`src/rtl/phase_seq_timer_pkg.sv`:
```
// Shared constants for the traffic-light phase sequencer: phase indices,
// default durations and the default countdown width.
package phase_seq_timer_pkg;

  typedef enum logic [1:0] {
    TL_GREEN  = 2'd0,
    TL_YELLOW = 2'd1,
    TL_RED    = 2'd2
  } tl_phase_e;

  localparam int PH_GREEN  = 0;
  localparam int PH_YELLOW = 1;
  localparam int PH_RED    = 2;

  localparam int DEF_CNT_WIDTH  = 5;
  localparam int DEF_DUR_GREEN  = 14;
  localparam int DEF_DUR_YELLOW = 2;
  localparam int DEF_DUR_RED    = 17;

  // Phase i occupies bits [i*DEF_CNT_WIDTH +: DEF_CNT_WIDTH].
  localparam logic [3*DEF_CNT_WIDTH-1:0] DEF_DUR_INIT = {
    DEF_CNT_WIDTH'(DEF_DUR_RED),
    DEF_CNT_WIDTH'(DEF_DUR_YELLOW),
    DEF_CNT_WIDTH'(DEF_DUR_GREEN)
  };

endpackage

```
`src/rtl/phase_seq_timer_tick_prescaler.sv`:
```
// Count-tick prescaler: emits one tick every pTICK_DIV enabled cycles.
// clr restarts the interval regardless of en.
module tick_prescaler #(
  parameter int pTICK_DIV = 1
) (
  input  logic clk,
  input  logic rst_n,
  input  logic en,
  input  logic clr,
  output logic tick
);

  localparam int DW = (pTICK_DIV > 1) ? $clog2(pTICK_DIV) : 1;
  localparam logic [DW-1:0] DIV_MAX = DW'(pTICK_DIV - 1);

  logic [DW-1:0] div;

  // With pTICK_DIV=1 div stays at 0, so tick collapses to en.
  always_ff @(posedge clk or negedge rst_n) begin
    if (!rst_n)        div <= '0;
    else if (clr)      div <= '0;
    else if (en)       div <= (div == DIV_MAX) ? '0 : div + DW'(1);
  end

  assign tick = en && (div == DIV_MAX);

endmodule

```
`src/rtl/phase_seq_timer.sv`:
```
// N-phase countdown sequencer: owns the phase index, reloadable duration table,
// countdown and forced jumps; the light decoder only decodes phase/count.
module phase_seq_timer
  import phase_seq_timer_pkg::*;
#(
  parameter int pNUM_PHASES = 3,
  parameter int pCNT_WIDTH  = DEF_CNT_WIDTH,
  parameter int pTICK_DIV   = 1,
  parameter logic [pNUM_PHASES*pCNT_WIDTH-1:0] pDUR_INIT = DEF_DUR_INIT,
  localparam int pPH_WIDTH  = $clog2(pNUM_PHASES)
) (
  input  logic                  clk,
  input  logic                  rst_n,
  input  logic                  en,
  input  logic                  cfg_we,
  input  logic [pPH_WIDTH-1:0]  cfg_idx,
  input  logic [pCNT_WIDTH-1:0] cfg_val,
  input  logic                  force_load,
  input  logic [pPH_WIDTH-1:0]  force_phase,
  output logic [pPH_WIDTH-1:0]  phase,
  output logic [pCNT_WIDTH-1:0] count_out,
  output logic                  last,
  output logic                  pre_last,
  output logic                  phase_done,
  output logic                  cycle_wrap
);

  localparam logic [pPH_WIDTH:0]   NUM_EXT = (pPH_WIDTH+1)'(pNUM_PHASES);
  localparam logic [pPH_WIDTH-1:0] LAST_PH = pPH_WIDTH'(pNUM_PHASES - 1);

  logic [pCNT_WIDTH-1:0] dur [pNUM_PHASES];
  logic                  tick;
  logic                  force_ok, cfg_ok;
  logic [pPH_WIDTH-1:0]  next_phase, load_phase;
  logic [pCNT_WIDTH-1:0] load_val;

  // Out-of-range indices drop the whole request.
  assign force_ok = force_load && ({1'b0, force_phase} < NUM_EXT);
  assign cfg_ok   = cfg_we     && ({1'b0, cfg_idx}     < NUM_EXT);

  tick_prescaler #(.pTICK_DIV(pTICK_DIV)) u_presc (
    .clk   (clk),
    .rst_n (rst_n),
    .en    (en),
    .clr   (force_ok),
    .tick  (tick)
  );

  assign next_phase = (phase == LAST_PH) ? '0 : phase + pPH_WIDTH'(1);
  assign load_phase = force_ok ? force_phase : next_phase;
  // A same-cycle table write to the phase being loaded wins over the stored value.
  assign load_val   = (cfg_ok && (cfg_idx == load_phase)) ? cfg_val : dur[load_phase];

  always_ff @(posedge clk or negedge rst_n) begin
    if (!rst_n) begin
      for (int i = 0; i < pNUM_PHASES; i++)
        dur[i] <= pDUR_INIT[i*pCNT_WIDTH +: pCNT_WIDTH];
    end else if (cfg_ok) begin
      dur[cfg_idx] <= cfg_val;
    end
  end

  always_ff @(posedge clk or negedge rst_n) begin
    if (!rst_n) begin
      phase      <= '0;
      count_out  <= pDUR_INIT[pCNT_WIDTH-1:0];
      phase_done <= 1'b0;
      cycle_wrap <= 1'b0;
    end else begin
      phase_done <= 1'b0;
      cycle_wrap <= 1'b0;
      if (force_ok) begin
        phase     <= force_phase;
        count_out <= load_val;
      end else if (tick) begin
        if (count_out != '0) begin
          count_out <= count_out - pCNT_WIDTH'(1);
        end else begin
          phase      <= next_phase;
          count_out  <= load_val;
          phase_done <= 1'b1;
          cycle_wrap <= (phase == LAST_PH);
        end
      end
    end
  end

  assign last     = (count_out == '0);
  assign pre_last = (count_out == pCNT_WIDTH'(1));

endmodule
```
`config.mk`:
```
export PLATFORM = sky130hd
export DESIGN_NAME = phase_seq_timer
export DESIGN_NICKNAME = d
export VERILOG_FILES = /design/src/rtl/phase_seq_timer_pkg.sv /design/src/rtl/phase_seq_timer_tick_prescaler.sv /design/src/rtl/phase_seq_timer.sv
export SDC_FILE = /design/constraint.sdc
export NUM_CORES = 1
export LEC_CHECK = 0
export BUFFER_PORTS_ARGS = -buffer_cell sky130_fd_sc_hd__buf_2
export CAP_MARGIN = 5
export CORE_ASPECT_RATIO = 1.5
export CORE_MARGIN = 2
export CORE_UTILIZATION = 38
export DETAILED_ROUTE_END_ITERATION = 7
export PLACE_DENSITY = 0.58
export REMOVE_ABC_BUFFERS = 1
export SLEW_MARGIN = 20
export SYNTH_ARGS = -nofsm -noshare
export SYNTH_HDL_FRONTEND = slang
export SYNTH_SLANG_ARGS = --single-unit
```
`constraint.sdc`:
```
create_clock -name clk -period 1.65 [get_ports clk]
set_input_delay 0.165 -clock clk [delete_from_list [all_inputs] [get_ports clk]]
set_output_delay 0.165 -clock clk [all_outputs]
set_load 0.03 [all_outputs]
```
After elaboration in Yosys (flattened, before gate mapping)
Index checks and enable logic that the tools add are counted.
{"block": "word_totals", "regBits": 25, "latch_bits": 0, "mem_bits_rw": 0, "rom_bits": 0, "input_bits": 14, "out_inout_bits": 11, "wordCells": 57, "memories": 0}
{"block": "op_classes", "n_addsub": 3, "n_mul": 0, "div_mod_pow": 0, "magnitude_cmp": 5, "n_eq_ne": 4, "shift": 0, "muxes": 24, "n_bitwise": 3, "reduce_logical": 10}
{"op": "two-way mux 5 bit", "n": 7}
{"op": "bitwise mux 15 bit", "n": 1}
{"op": "binary-select mux 5 bit (select 2 bit)", "n": 1}
{"op": "demux 5 bit (select 2 bit)", "n": 1}
{"op": "two-way mux 2 bit", "n": 5}
{"op": "two-way mux 1 bit", "n": 9}
{"op": ">= comparator 3 bit (second input constant)", "n": 2}
{"op": "inverter 2 -> 3 bit", "n": 2}
{"op": "equality test 5 x 1 -> 1 bit (second input constant)", "n": 1}
{"op": "logical AND 1 bit", "n": 5}
{"op": "zero test 5 bit", "n": 1}
{"op": "nonzero test 5 bit", "n": 1}
{"op": "subtractor 5 x 1 -> 5 bit (second input constant)", "n": 1}
{"op": "< comparator 2 bit (second input constant)", "n": 2}
{"op": "nonzero test 2 bit", "n": 2}
{"op": "< comparator 3 x 1 -> 1 bit (second input constant)", "n": 1}
{"op": "adder 2 x 1 -> 2 bit (second input constant)", "n": 1}
{"op": "equality test 2 bit", "n": 1}
{"op": "equality test 2 bit (second input constant)", "n": 1}
{"op": "inequality test 2 bit (second input constant)", "n": 1}
{"op": "AND reduction 2 bit", "n": 1}
{"op": "adder 1 bit (second input constant)", "n": 1}
{"op": "inverter 1 bit", "n": 1}

Depth between registers and ports, before layout
{"block": "depth", "ltp_word": 11, "ltp_mapped": 8, "mapped_depth_nobuf": 7}

Modules after synthesis
Synthesis repeated with hierarchy kept, for this count alone.
{"block": "unflattened", "cells_unflattened": 133, "area_unflattened_um2": 1470.2}
{"module": "phase_seq_timer", "instances": 1, "cells_each": 132, "area_per_inst_um2": 1462.7, "seq_area_each_um2": 611.8}
{"module": "tick_prescaler", "instances": 1, "cells_each": 1, "area_per_inst_um2": 7.5, "seq_area_each_um2": 0.0}

Least setup slack after synthesis
OpenSTA, ideal clock, no wires.
{"block": "synth_timing", "path_type": "reg-to-reg", "startpoint": "register count_out[1]", "endpoint": "register count_out[4]", "setup_time_ns": 0.099, "t_arrival_ns": 1.854, "t_required_ns": 1.551, "setup_slack_ns": -0.304, "path_stages_with_launch": 8, "path_buffers": 1, "period_less_slack_ns": 1.954, "path_cell_list": "dfstp_2 > inv_1 > ha_1 > and2_1 > clkbuf_1 > a21oi_2 > nor3_1 > a311oi_1"}
{"block": "synth_between", "elab_chain_cells": 4, "elab_cells_between_ends": 5, "classes_between": "add/sub: 1; mux: 3; reduce/logical: 1"}
{"item": "start: declaration", "line_no": "phase_seq_timer.sv:21", "source": "output logic [pCNT_WIDTH-1:0] count_out,"}
{"item": "start signal: assignment", "line_no": "phase_seq_timer.sv:66", "source": "count_out <= pDUR_INIT[pCNT_WIDTH-1:0];"}
{"item": "start signal: assignment", "line_no": "phase_seq_timer.sv:74", "source": "count_out <= load_val;"}
{"item": "start signal: assignment", "line_no": "phase_seq_timer.sv:77", "source": "count_out <= count_out - pCNT_WIDTH'(1);"}
{"item": "subtractor 5 x 1 -> 5 bit or nonzero test 5 bit (tied branches)", "line_no": "phase_seq_timer.sv:77, phase_seq_timer.sv:76"}
{"item": "two-way mux 5 bit (*)", "line_no": "phase_seq_timer.sv:76", "source": "if (count_out != '0) begin"}
{"item": "two-way mux 5 bit (*)", "line_no": "phase_seq_timer.sv:75", "source": "end else if (tick) begin"}
{"item": "two-way mux 5 bit (*)", "line_no": "phase_seq_timer.sv:72", "source": "if (force_ok) begin"}
Every way passes the cells marked *; elsewhere a longest branch is shown, timed or not. The select of a mux whose other input is x is not followed.
A chain may end at the register's enable or synchronous reset.

Worst setup path in the final report
{"block": "layout_timing", "startpoint": "register count_out[1]", "endpoint": "output port last"}
{"block": "layout_between", "elab_chain_cells": 1}
{"item": "zero test 5 bit", "line_no": "phase_seq_timer.sv:88", "source": "assign last = (count_out == '0);"}
{"item": "end: declaration", "line_no": "phase_seq_timer.sv:22", "source": "output logic last,"}
No other way between the ends.

==> summary.txt <==
Outcome
  • Status: finished clean

Clock tree
  • Reg clk slew, reported paths: 0.08 ns
  • Clock latency on the worst-skew pair: between 0.2 and 0.3 ns
  • Clock root buffer: clkbuf_8
  • CTS tree: done
  • Total CTS buffers: 3
  • Max clock buf depth: 2
  • Clock Sink Count: 24
  • Htree depth: 1

Floorplan
  • Initial core utilization: 0.394
  • Core area: 3380 um^2
  • I/O Pins: 25
  • Die width: 52.4 um
  • Die Y: 76.6 um
  • Die area: 4010 um^2
  • Row cnt: 26

Timing
  • Slew Viols, Final: 0
  • Final worst-path setup slack: roughly 0.063 ns
  • Setup TNS: 0 ns
  • Fin. Hold Viols: 0
  • Period utilisation layout: 0.962
  • Maximum clock frequency: 0.630 GHz
  • Hold slack: 0.183 ns
  • Clock skew: roughly 0.00094 ns
  • Slew margin rel.: 0.637
  • # setup viols final: 0
  • RSZ-0062 raised after global routing: no
  • Worst-Margin Slew: ~0.54 ns
  • Fin crit period: 1.59 ns

Cells and area
  • Fillers: 328
  • Antenna diodes: 0
  • Fin nets: 176
  • Share of cells above drive strength 1: 0.525
  • Most common cell after layout, fill and taps aside: buf_2
  • Most frequent cells in the layout: buf_2, mux2_2, dfrtp_1
  • Design Area, Final: approximately 1700 um^2
  • Area grow syn2layout: 27.2%
  • Post-Layout Cell Count: 200

Routing
  • Remaining DRCs: 0
  • Final ANT Viol Nets: 0
  • DRT Pass-1 Iters: 4
  • Routed len/inst: 14.2 um
  • Vias: 1,041
  • Iter 0 DRT Violations: 13
  • Number of vias per cell: 5.21
  • Total Wirelength: 2840 um

Place
  • DP Area: 1560 um^2
  • DP Cell Count: 192
  • Post-DP HPWL: 2210 um
  • Global placement routability congestion: around 0.77
  • I/O Buffers: 24
  • Pre-CTS setup slack: -0.00249 ns

Logic synthesis
  • Seq/Total Area, Yosys: 0.459
  • Top cell type's share of synthesized area: 0.281
  • Library cells used by synthesis: 34
  • Cells after Synth: 119
  • Synth area leaders: dfrtp_1, dfstp_2, mux2_2
  • Seq cells post-synth: 24
  • Syn_area_per_cell: around 11 um^2
  • Area of the mapped netlist: 1330 um^2
  • Yosys warning count: 0
  • Biggest area consumer among synthesized cells: dfrtp_1

Worst setup path
  • CP endpoint: last
  • Crit Path Max Fanout: 7
  • CP Class: reg2out
  • Worst path slowest cell: dfstp_2
  • Required @ worst endpoint: 1.48 ns
  • Worst path arrival time: 1.42 ns
  • Cells along the critical path: inv_1, ha_1, and2_4, buf_4
  • CP max stage delay: 0.54 ns
  • R2R Path End: count_out[0]$_DFFE_PN0P_
  • Critical Path Start: count_out[1]$_DFFE_PN1P_
  • Flop-to-flop setup slack: 0.08 ns
  • R2r worst-path depth: 6
  • CP Capture Type: output pin
  • Worst setup SP type: flip-flop
  • Worst r2r src: phase[0]$_DFFE_PN0P_

GRT
  • Overall Global Routing Usage: 0.154
  • First-pass GRT wire length: 4710 um
  • Total gr overflow: 0
  • Largest net degree at the start of global routing: 25
  • Initial antenna violation count: 0
  • Number of global-route vias before repair: approximately 1,100

Power
  • PD cells: around 1300 nW/um^2
  • Lkg Pwr: 0.768 nW
  • Worst VDD drop: 694 uV
  • Int Pwr: 1.44 mW
  • Combinational Power Share: 0.439
  • Flop pwr share: 0.391
  • Sw frac: 0.371
  • Clock group share of total power: 0.171
  • Switching power: approximately 0.85 mW

Hold path
  • Hold Startpoint: cfg_val[1]
  • Hold crit path type: in2reg

Job
  • Max-Cap Viols: 0
## worst min-delay path by stage
stage | to | cells past startpoint
after floorplan | count_out[0]$_DFFE_PN0P_ | 0
after global placement | dur[8]$_DFFE_PN0P_ | 1
after detailed placement | dur[8]$_DFFE_PN0P_ | 1
after CTS | dur[4]$_DFFE_PN1P_ | 2
after global routing | dur[13]$_DFFE_PN1P_ | 2
final | dur[6]$_DFFE_PN1P_ | 2
## final cells by class
cell class                 instances  area [um^2]  share of cell area
tap                               42         52.6              0.0310
inverter                           4         15.0             0.00885
sequential                        24          613               0.361
timing repair buffer              37          226               0.133
clock buffer                       4         55.1              0.0324
multi-input combinational         89          734               0.433
## per-layer routing
metal | vias to the layer above | track usage | share of wire
met2 | 28 | 0.281 | 0.56
met5 | - | 0 | 0
li1 | 510 | - | -
met3 | 7 | 0.0176 | 0.036
met4 | 0 | 0.0692 | 0.022
met1 | 496 | 0.168 | 0.38
## critical path, delay by kind of cell (launching register included)
kind / cells / cell delay (ns)
flops: 1 / 0.54
buf+inv: 2 / 0.24
fa+ha+maj: 1 / 0.20
simple gates: 1 / 0.18
## per-stage QoR
step / utilization / total power [mW]
6_report: 0.501 / 2.29
5_1_grt: 0.501 / 2.42
3_3_place_gp: 0.461 / 1.79
4_1_cts: 0.484 / 2.24
2_1_floorplan: - / 1.51
3_5_place_dp: 0.461 / 1.83
## cells in the mapped netlist
library cell and instances:
a211oi_1 2, a21boi_1 1, a21oi_1 6, a21oi_2 2, a21oi_4 1, a22o_2 1, a311oi_1 1, and2_1 2
buf_6 1, clkbuf_1 1, dfrtp_1 15, dfstp_2 9, ha_1 3, inv_1 3, inv_2 1, mux2_2 16
mux2i_1 8, nand2_1 10, nand2b_1 3, nand2b_2 1, nand3_1 1, nand3b_1 2, nor2_1 4, nor2b_2 1
nor2b_4 2, nor3_1 6, nor3b_1 1, nor3b_2 1, nor4_1 1, o21ai_0 6, o21ai_1 2, o21ai_4 1
o22ai_1 3, xor2_1 1
## sequential cells by signal (all words and copies together) (netlist names)
| register | count |
|---|---|
| count_out | 5 |
| cycle_wrap | 1 |
| dur | 15 |
| phase | 2 |
| phase_done | 1 |
## cells by family (layout without fill, tap and decap cells)
logic type	after synthesis	after routing	synth area share
simple gates	35	35	0.154
compound gates	26	26	0.135
mux	24	24	0.195
flops	24	24	0.459
buf+inv	6	45	0.0225
fa+ha+maj	3	3	0.0281
xor+xnor	1	1	0.00657
## power groups by stage
stage	sequential (mW)	combinational, mW	clock (mW)
3_5_place_dp	0.894	0.933	0
6_report	0.894	1.00	0.391
3_3_place_gp	0.881	0.908	0
5_1_grt	0.912	1.08	0.425
4_1_cts	0.883	0.953	0.407
2_1_floorplan	1.03	0.477	0
## repair_timing
action                                  CTS  global route
endpoints found under the setup margin    2             5
buffers inserted                          0             3
gates resized for setup                   5             7
pin swaps                                 2             3
endpoints found under the hold margin    15             0
hold buffers                              1             0
Power figures use the tool's default switching activity.
